## config.mk

```make
export PLATFORM = sky130hd
export DESIGN_NAME = if_fetch_unit
export DESIGN_NICKNAME = d
export VERILOG_FILES = /design/src/rtl/if_fetch_unit.sv
export SDC_FILE = /design/constraint.sdc
export NUM_CORES = 1
export LEC_CHECK = 0
export ABC_AREA = 1
export BUFFER_PORTS_ARGS = -buffer_cell sky130_fd_sc_hd__buf_4
export CORE_AREA = 2 2 134 136
export CTS_BUF_LIST = sky130_fd_sc_hd__clkbuf_4
export DETAILED_ROUTE_END_ITERATION = 8
export DIE_AREA = 0 0 136 138
export PLACE_DENSITY_LB_ADDON = 0.3
export SETUP_SLACK_MARGIN = 0.3
export SLEW_MARGIN = 20
export SYNTH_ARGS = -nofsm -noshare
export SYNTH_HDL_FRONTEND = slang
export SYNTH_SLANG_ARGS = --single-unit
export TNS_END_PERCENT = 1
```

## constraint.sdc

```tcl
create_clock -name clk -period 4.8 [get_ports clk]
set_input_delay 0.72 -clock clk [delete_from_list [all_inputs] [get_ports clk]]
set_output_delay 0.72 -clock clk [all_outputs]
set_load 0.1 [all_outputs]
```

## src/rtl/if_fetch_unit.sv

```systemverilog
// if_fetch_unit: instruction-fetch stage. Owns the PC, runs the instruction
// memory request/ack handshake, and presents PC+4 and the fetched instruction
// to the IF/ID pipeline register. It tolerates any memory latency, absorbs
// one instruction of ID-stage stall back-pressure in a single-entry hold
// buffer, and handles branch/jump redirects, including redirects that arrive
// while a fetch is still outstanding.
//
// Ports:
//   clk         clock, all state updates on posedge
//   rst         synchronous active-high reset
//   stall       IF/ID hold; output registers keep their value while 1
//   redirect    branch/jump taken (single-cycle pulse)
//   redirect_pc redirect target, sampled when redirect=1
//   imem_req    fetch request, held until imem_ack
//   imem_addr   fetch address, stable while imem_req=1
//   imem_ack    response valid this cycle (ignored unless imem_req=1)
//   imem_rdata  instruction returned with imem_ack
//   pc_out      PC+4 of the presented instruction
//   instr_out   presented instruction, 0 when bubble
//   if_valid    presented instruction is real
//   trap        one-cycle pulse after a misaligned redirect
//
// Optional feature macro: IF_MISALIGN_TRAP_EN
//   defined   - a redirect to a non-word-aligned target jumps to EXC_VECTOR
//               and pulses trap in the following cycle
//   undefined - redirect_pc is used as-is and trap stays 0

module if_fetch_unit #(
  parameter logic [31:0] RESET_PC   = 32'h0000_0000,
  parameter logic [31:0] EXC_VECTOR = 32'h0000_0180
) (
  input  logic        clk,
  input  logic        rst,
  input  logic        stall,
  input  logic        redirect,
  input  logic [31:0] redirect_pc,
  output logic        imem_req,
  output logic [31:0] imem_addr,
  input  logic        imem_ack,
  input  logic [31:0] imem_rdata,
  output logic [31:0] pc_out,
  output logic [31:0] instr_out,
  output logic        if_valid,
  output logic        trap
);

  // RUN: fetching at pc. DISCARD: waiting out a stale fetch at old_pc.
  // FULL: hold buffer occupied, no request issued.
  typedef enum logic [1:0] {
    S_RUN,
    S_DISCARD,
    S_FULL
  } state_t;

  state_t      state;
  logic [31:0] pc;
  logic [31:0] old_pc;
  logic [31:0] buf_pc;
  logic [31:0] buf_instr;

  logic        ack_seen;
  logic        accepted;
  logic        misaligned;
  logic [31:0] pc_plus4;
  logic [31:0] redirect_target;

`ifdef IF_MISALIGN_TRAP_EN
  assign misaligned = (redirect_pc[1:0] != 2'b00);
`else
  assign misaligned = 1'b0;
`endif

  // The request is gated by rst so it is low during the reset cycle itself.
  assign imem_req        = !rst && (state != S_FULL);
  assign imem_addr       = (state == S_DISCARD) ? old_pc : pc;
  assign ack_seen        = imem_ack && imem_req;
  assign accepted        = ack_seen && (state == S_RUN);
  assign pc_plus4        = pc + 32'd4;
  assign redirect_target = misaligned ? EXC_VECTOR : redirect_pc;

  always_ff @(posedge clk) begin
    if (rst) begin
      state     <= S_RUN;
      pc        <= RESET_PC;
      old_pc    <= 32'h0;
      buf_pc    <= 32'h0;
      buf_instr <= 32'h0;
      pc_out    <= 32'h0;
      instr_out <= 32'h0;
      if_valid  <= 1'b0;
      trap      <= 1'b0;
    end else begin
      trap <= redirect && misaligned;
      if (redirect) begin
        // Redirect flushes ID, so outputs go to bubble even under stall.
        pc        <= redirect_target;
        pc_out    <= 32'h0;
        instr_out <= 32'h0;
        if_valid  <= 1'b0;
        case (state)
          S_RUN: begin
            // An in-flight fetch with no ack yet must be drained and dropped.
            if (!ack_seen) begin
              state  <= S_DISCARD;
              old_pc <= pc;
            end
          end
          S_DISCARD: begin
            // Still only one stale response outstanding; old_pc is kept.
            if (ack_seen) state <= S_RUN;
          end
          default: state <= S_RUN;
        endcase
      end else begin
        if (accepted) pc <= pc_plus4;
        if (state == S_DISCARD && ack_seen) state <= S_RUN;
        if (!stall) begin
          if (state == S_FULL) begin
            pc_out    <= buf_pc + 32'd4;
            instr_out <= buf_instr;
            if_valid  <= 1'b1;
            state     <= S_RUN;
          end else if (accepted) begin
            pc_out    <= pc_plus4;
            instr_out <= imem_rdata;
            if_valid  <= 1'b1;
          end else begin
            pc_out    <= 32'h0;
            instr_out <= 32'h0;
            if_valid  <= 1'b0;
          end
        end else if (accepted) begin
          // Outputs are frozen; park the fetched instruction until release.
          buf_instr <= imem_rdata;
          buf_pc    <= pc;
          state     <= S_FULL;
        end
      end
    end
  end

endmodule

```

Yosys cells after proc, flatten, opt, wreduce, memory -nomap -nowiden:

Index checks and enable logic that the tools add are counted.

* add/sub/neg operators: 2
* equal/unequal tests: 5
* muxes and demuxes: 17
* bitwise logic cells: 2
* reduce and logical (&&, ||, !) cells: 11

Operators with widths (count)
* two-way mux 32 bit: 7
* adder 32 x 3 -> 32 bit (second input constant): 2
* two-way mux 2 bit: 7
* != test 3 bit (second input constant): 2
* AND reduction 3 bit: 2
* logical AND 1 bit: 4
* case mux 2 bit (2 select lines): 1
* == test 2 x 1 -> 1 bit (second input constant): 1
* == test 2 bit (second input constant): 1
* logical NOT 2 bit: 1
* two-way mux 1 bit: 2
* != test 2 bit (second input constant): 1
* NOT 1 bit: 2
* AND reduction 2 bit: 1
* nonzero test 2 bit: 1
* OR reduction 2 bit: 1
* logical NOT 1 bit: 1

* register bits after elaboration: 195
* input bits: 69
* output and inout bits: 99

Logic depth before layout (Yosys ltp):

* depth in word-level cells: 8
* depth in mapped cells: 12
* depth with buffers taken out: 12

Worst setup path before layout:

No wires, ideal clock.

* kind: reg-to-output
* start: register state[1]
* end: output port imem_addr[2]
* arrival time: 2.862 ns
* data required time: 4.080 ns
* slack: 1.218 ns
* cell stages (with the launch flop): 4
* cells stage by stage: dfxtp_1 -> nor2_1 -> clkbuf_1 -> o21ai_0

* longest elaborated chain between the ends: 2

Ends and longest elaborated chain
* from (decl): RTL line 55 `state_t state;`
* from (signal assigned): RTL line 83 `state <= S_RUN;`
* from (signal assigned): RTL line 104 `state <= S_DISCARD;`
* from (signal assigned): RTL line 110 `if (ack_seen) state <= S_RUN;`
* == test 2 x 1 -> 1 bit: RTL line 75 `assign imem_addr = (state == S_DISCARD) ? old_pc : pc;`
* two-way mux 32 bit: RTL line 75
* to (decl): RTL line 38 `output logic [31:0] imem_addr,`

No other way between the ends.

Final worst setup path:

* start: register state[0]
* end: output port imem_addr[9]

Same word-level chain as after synthesis.

==> impl_metrics.json <==
{
  "tightest_slew_ns": 0.902,
  "dieWidth_um": 136,
  "critPathMaxFanout": 49,
  "cts-hold-fix-buffers": 0,
  "tritoncts": "done",
  "grt_pass1_vias": 8900,
  "timing.critical_path.slowest_stage_cell": "sky130_fd_sc_hd__dfxtp_1",
  "worstPathArrival_ns": 2.27,
  "routed_via_density": 5.44,
  "global_route_wire_length_before_repair_um": 43900,
  "routed_via_count": 9843,
  "layout-drive-gt1-share": 0.140,
  "cts.path.max_buffers": 2,
  "die_area_sq_um": 18800,
  "r2r_cells": 8,
  "mappedNetlistArea_sq_um": 9390,
  "synth-main-ff-cell": "sky130_fd_sc_hd__dfxtp_1",
  "clkTransAtPathRegs_ns": 0.17,
  "postCtsSetupRepairBufs": 0,
  "timing.final.hold_violations": 0,
  "critical_path.top_delay_family": "buffers and inverters",
  "clock_sink_count": 195,
  "critPathKind": "flop to output port",
  "power.density_cell_area_nw_per_um2": 304,
  "power.ir.vdd_worst_mv": 0.192,
  "io_pins": 168,
  "cp_data_required_time_ns": 4.08,
  "worstSetupEndpointType": "output port",
  "io_buffer_count": 166,
  "gr-total-overflow": 0,
  "cts_resized": 0,
  "post_synth_inst_count": 1455,
  "area_of_the_core_sq_um": 17500,
  "yosys.cell_types.count": 30,
  "flip_flop_and_latch_count_after_synthesis": 195,
  "timing.hold.worst.class": "input port to flop",
  "path_cells": "inv_1, nor2_4, buf_12, nand2_1, o21ai_0, buf_4",
  "areaGrowthSynthToFinish_pct": 17.1,
  "grt_use_total": 0.290,
  "clkLatencyLatePin_ns": 0.62,
  "pin_count_of_the_biggest_net_entering_global_routing": 92,
  "maxClockFrequency_mhz": 334,
  "worst_slew_margin_rel": 0.397,
  "slowest_delay_ns": 0.50,
  "cts.htree.levels": 4,
  "drt_iter0_drc": 938,
  "p_leak_nw": 4.48,
  "period_needed_ns": 2.99,
  "design_power_total_mw": 3.34,
  "numCtsBuffers": 17,
  "category_of_the_worst_setup_path_launch_point": "flop",
  "maxCapViolCount": 0,
  "worstPathBufferInverterCount": 3,
  "synthDominantCellAreaShare": 0.416,
  "place.gp.congestion": 0.967,
  "ys_async_sr_fraction": 0,
  "grt_setup_unrepaired": "false",
  "tns_ns": 0,
  "run_status": "completed",
  "number_of_warnings_reported_in_the_yosys_synthesis_log": 0,
  "final.setup_skew_ns": 0.0248,
  "floorplan.die.height_um": 138,
  "final.period_utilization": 0.623,
  "postSynthAreaPerCell_sq_um": 6.46,
  "wl_um": 27400,
  "synth_area_leader_cell": "sky130_fd_sc_hd__dfxtp_1",
  "place.detailed.hpwl_um": 19400,
  "worstSetupPathDepth": 6,
  "synth-edff-count": 0,
  "design.final.nets": 1639,
  "start_util": 0.536,
  "dr.pass1.iters": 6,
  "ant_nets": 0,
  "layout.core_utilization": 0.627,
  "drc": 0,
  "final_max_slew_viol_count": 0,
  "mappedNetlistNets": 1526,
  "clock_tree_root": "sky130_fd_sc_hd__clkbuf_4",
  "routedWlPerCell_um": 15.1,
  "yosysSeqAreaShare": 0.416,
  "setup_viol_count_final": 0,
  "hold_path_cells": 3,
  "rows": 49,
  "synth_top_cells_by_area": "sky130_fd_sc_hd__dfxtp_1, sky130_fd_sc_hd__nand2_1, sky130_fd_sc_hd__o21ai_0, sky130_fd_sc_hd__nor2_1, sky130_fd_sc_hd__a21oi_1",
  "grt_antenna_before_repair": 1
}
## tightest hold or removal path, stage by stage
cell and delay [ns]:
sky130_fd_sc_hd__buf_4 0.07, sky130_fd_sc_hd__nor2_1 0.03, sky130_fd_sc_hd__nor2_1 0.09
## cells in the mapped netlist (2+ instances only)
cell,instances
sky130_fd_sc_hd__a31oi_1,43
sky130_fd_sc_hd__nor3_1,3
sky130_fd_sc_hd__xor2_1,12
sky130_fd_sc_hd__inv_1,97
sky130_fd_sc_hd__nor2_1,224
sky130_fd_sc_hd__o21ai_1,11
sky130_fd_sc_hd__nand4_1,3
sky130_fd_sc_hd__nand3b_1,8
sky130_fd_sc_hd__inv_2,2
sky130_fd_sc_hd__nand2_1,403
sky130_fd_sc_hd__buf_2,8
sky130_fd_sc_hd__nand3_1,58
sky130_fd_sc_hd__clkbuf_1,63
sky130_fd_sc_hd__buf_4,4
sky130_fd_sc_hd__dfxtp_1,195
sky130_fd_sc_hd__ha_1,2
sky130_fd_sc_hd__buf_1,8
sky130_fd_sc_hd__o21ai_0,219
sky130_fd_sc_hd__o211ai_1,3
sky130_fd_sc_hd__a21oi_1,78
sky130_fd_sc_hd__clkinv_1,2
## report_power, final
| part | internal (mW) | switching, mW |
|---|---|---|
| logic | 0.169 | 0.528 |
| registers | 1.70 | 0.0606 |
| clock network | 0.239 | 0.650 |
## metal layers
metal  GRT usage  wire [um]  vias up
met2       0.463      12800      382
met1       0.374      11400     4446
met4       0.126       1100        0
met3      0.0682       2080       73
li1            -          -     4942
met5           0          0        -
## worst paths after layout
kind	start	end	slack (ns)
setup / recovery	state[0]	imem_addr[9]	1.81
setup reg to reg	state[1]	buf_pc[28]	2.21
hold / removal	redirect_pc[0]	pc[0]	0.33
hold reg to reg	buf_instr[7]	instr_out[7]	0.48
## stage by stage
step                std cells  area [sq um]  hold slack [ns]  setup slack (ns)
floorplan                1455          9390            0.444              1.22
global placement         1777         10700            0.456              2.01
detailed placement       1777         10700            0.462              1.83
CTS                      1809         11000            0.309              1.40
global route             1811         11000            0.286              1.58
finish                   1811         11000            0.334              1.81
## registers in the layout, summed over array words and instances, names as in the netlist
register and count:
buf_instr 32, buf_pc 32, if_valid 1, instr_out 32, old_pc 32, pc 32
pc_out 32, state 2
## layout make-up
type / count / area (sq um)
Clock buffer: 17 / 128
Inverter: 101 / 380
Antenna cell: 1 / 2.50
Sequential cell: 195 / 3900
Multi-Input combinational cell: 1075 / 4780
Tap cell: 229 / 287
Fill cell: 1707 / 6540
Timing Repair Buffer: 178 / 1350
Clock inverter: 15 / 161
## logic make-up (layout without fill, tap and decap cells)
group	Yosys count	after routing	share of synthesized area
AND/OR/NAND/NOR	704	704	0.297
other	1	2	0.000399
adder cells (fa/ha/maj)	2	2	0.00266
AO/OA/AOI/OAI	356	356	0.197
flip-flops	195	195	0.416
XOR/XNOR	12	12	0.0112
buffers and inverters	185	311	0.0767
## cell usage in the layout (no fill, tap or decap), drive strengths merged
cell,n
o21ai,230
conb,1
buf,178
clkbuf,17
diode,1
ha,2
clkinv,8
nor2,226
nand3,58
o22ai,1
inv,106
nor4,1
xor2,12
nand2,403
clkinvlp,2
o211ai,3
nor3,5
nand3b,8
a21oi,78
nand4,3
a31oi,43
a211oi,1
dfxtp,195
Power figures use the tool's default switching activity.
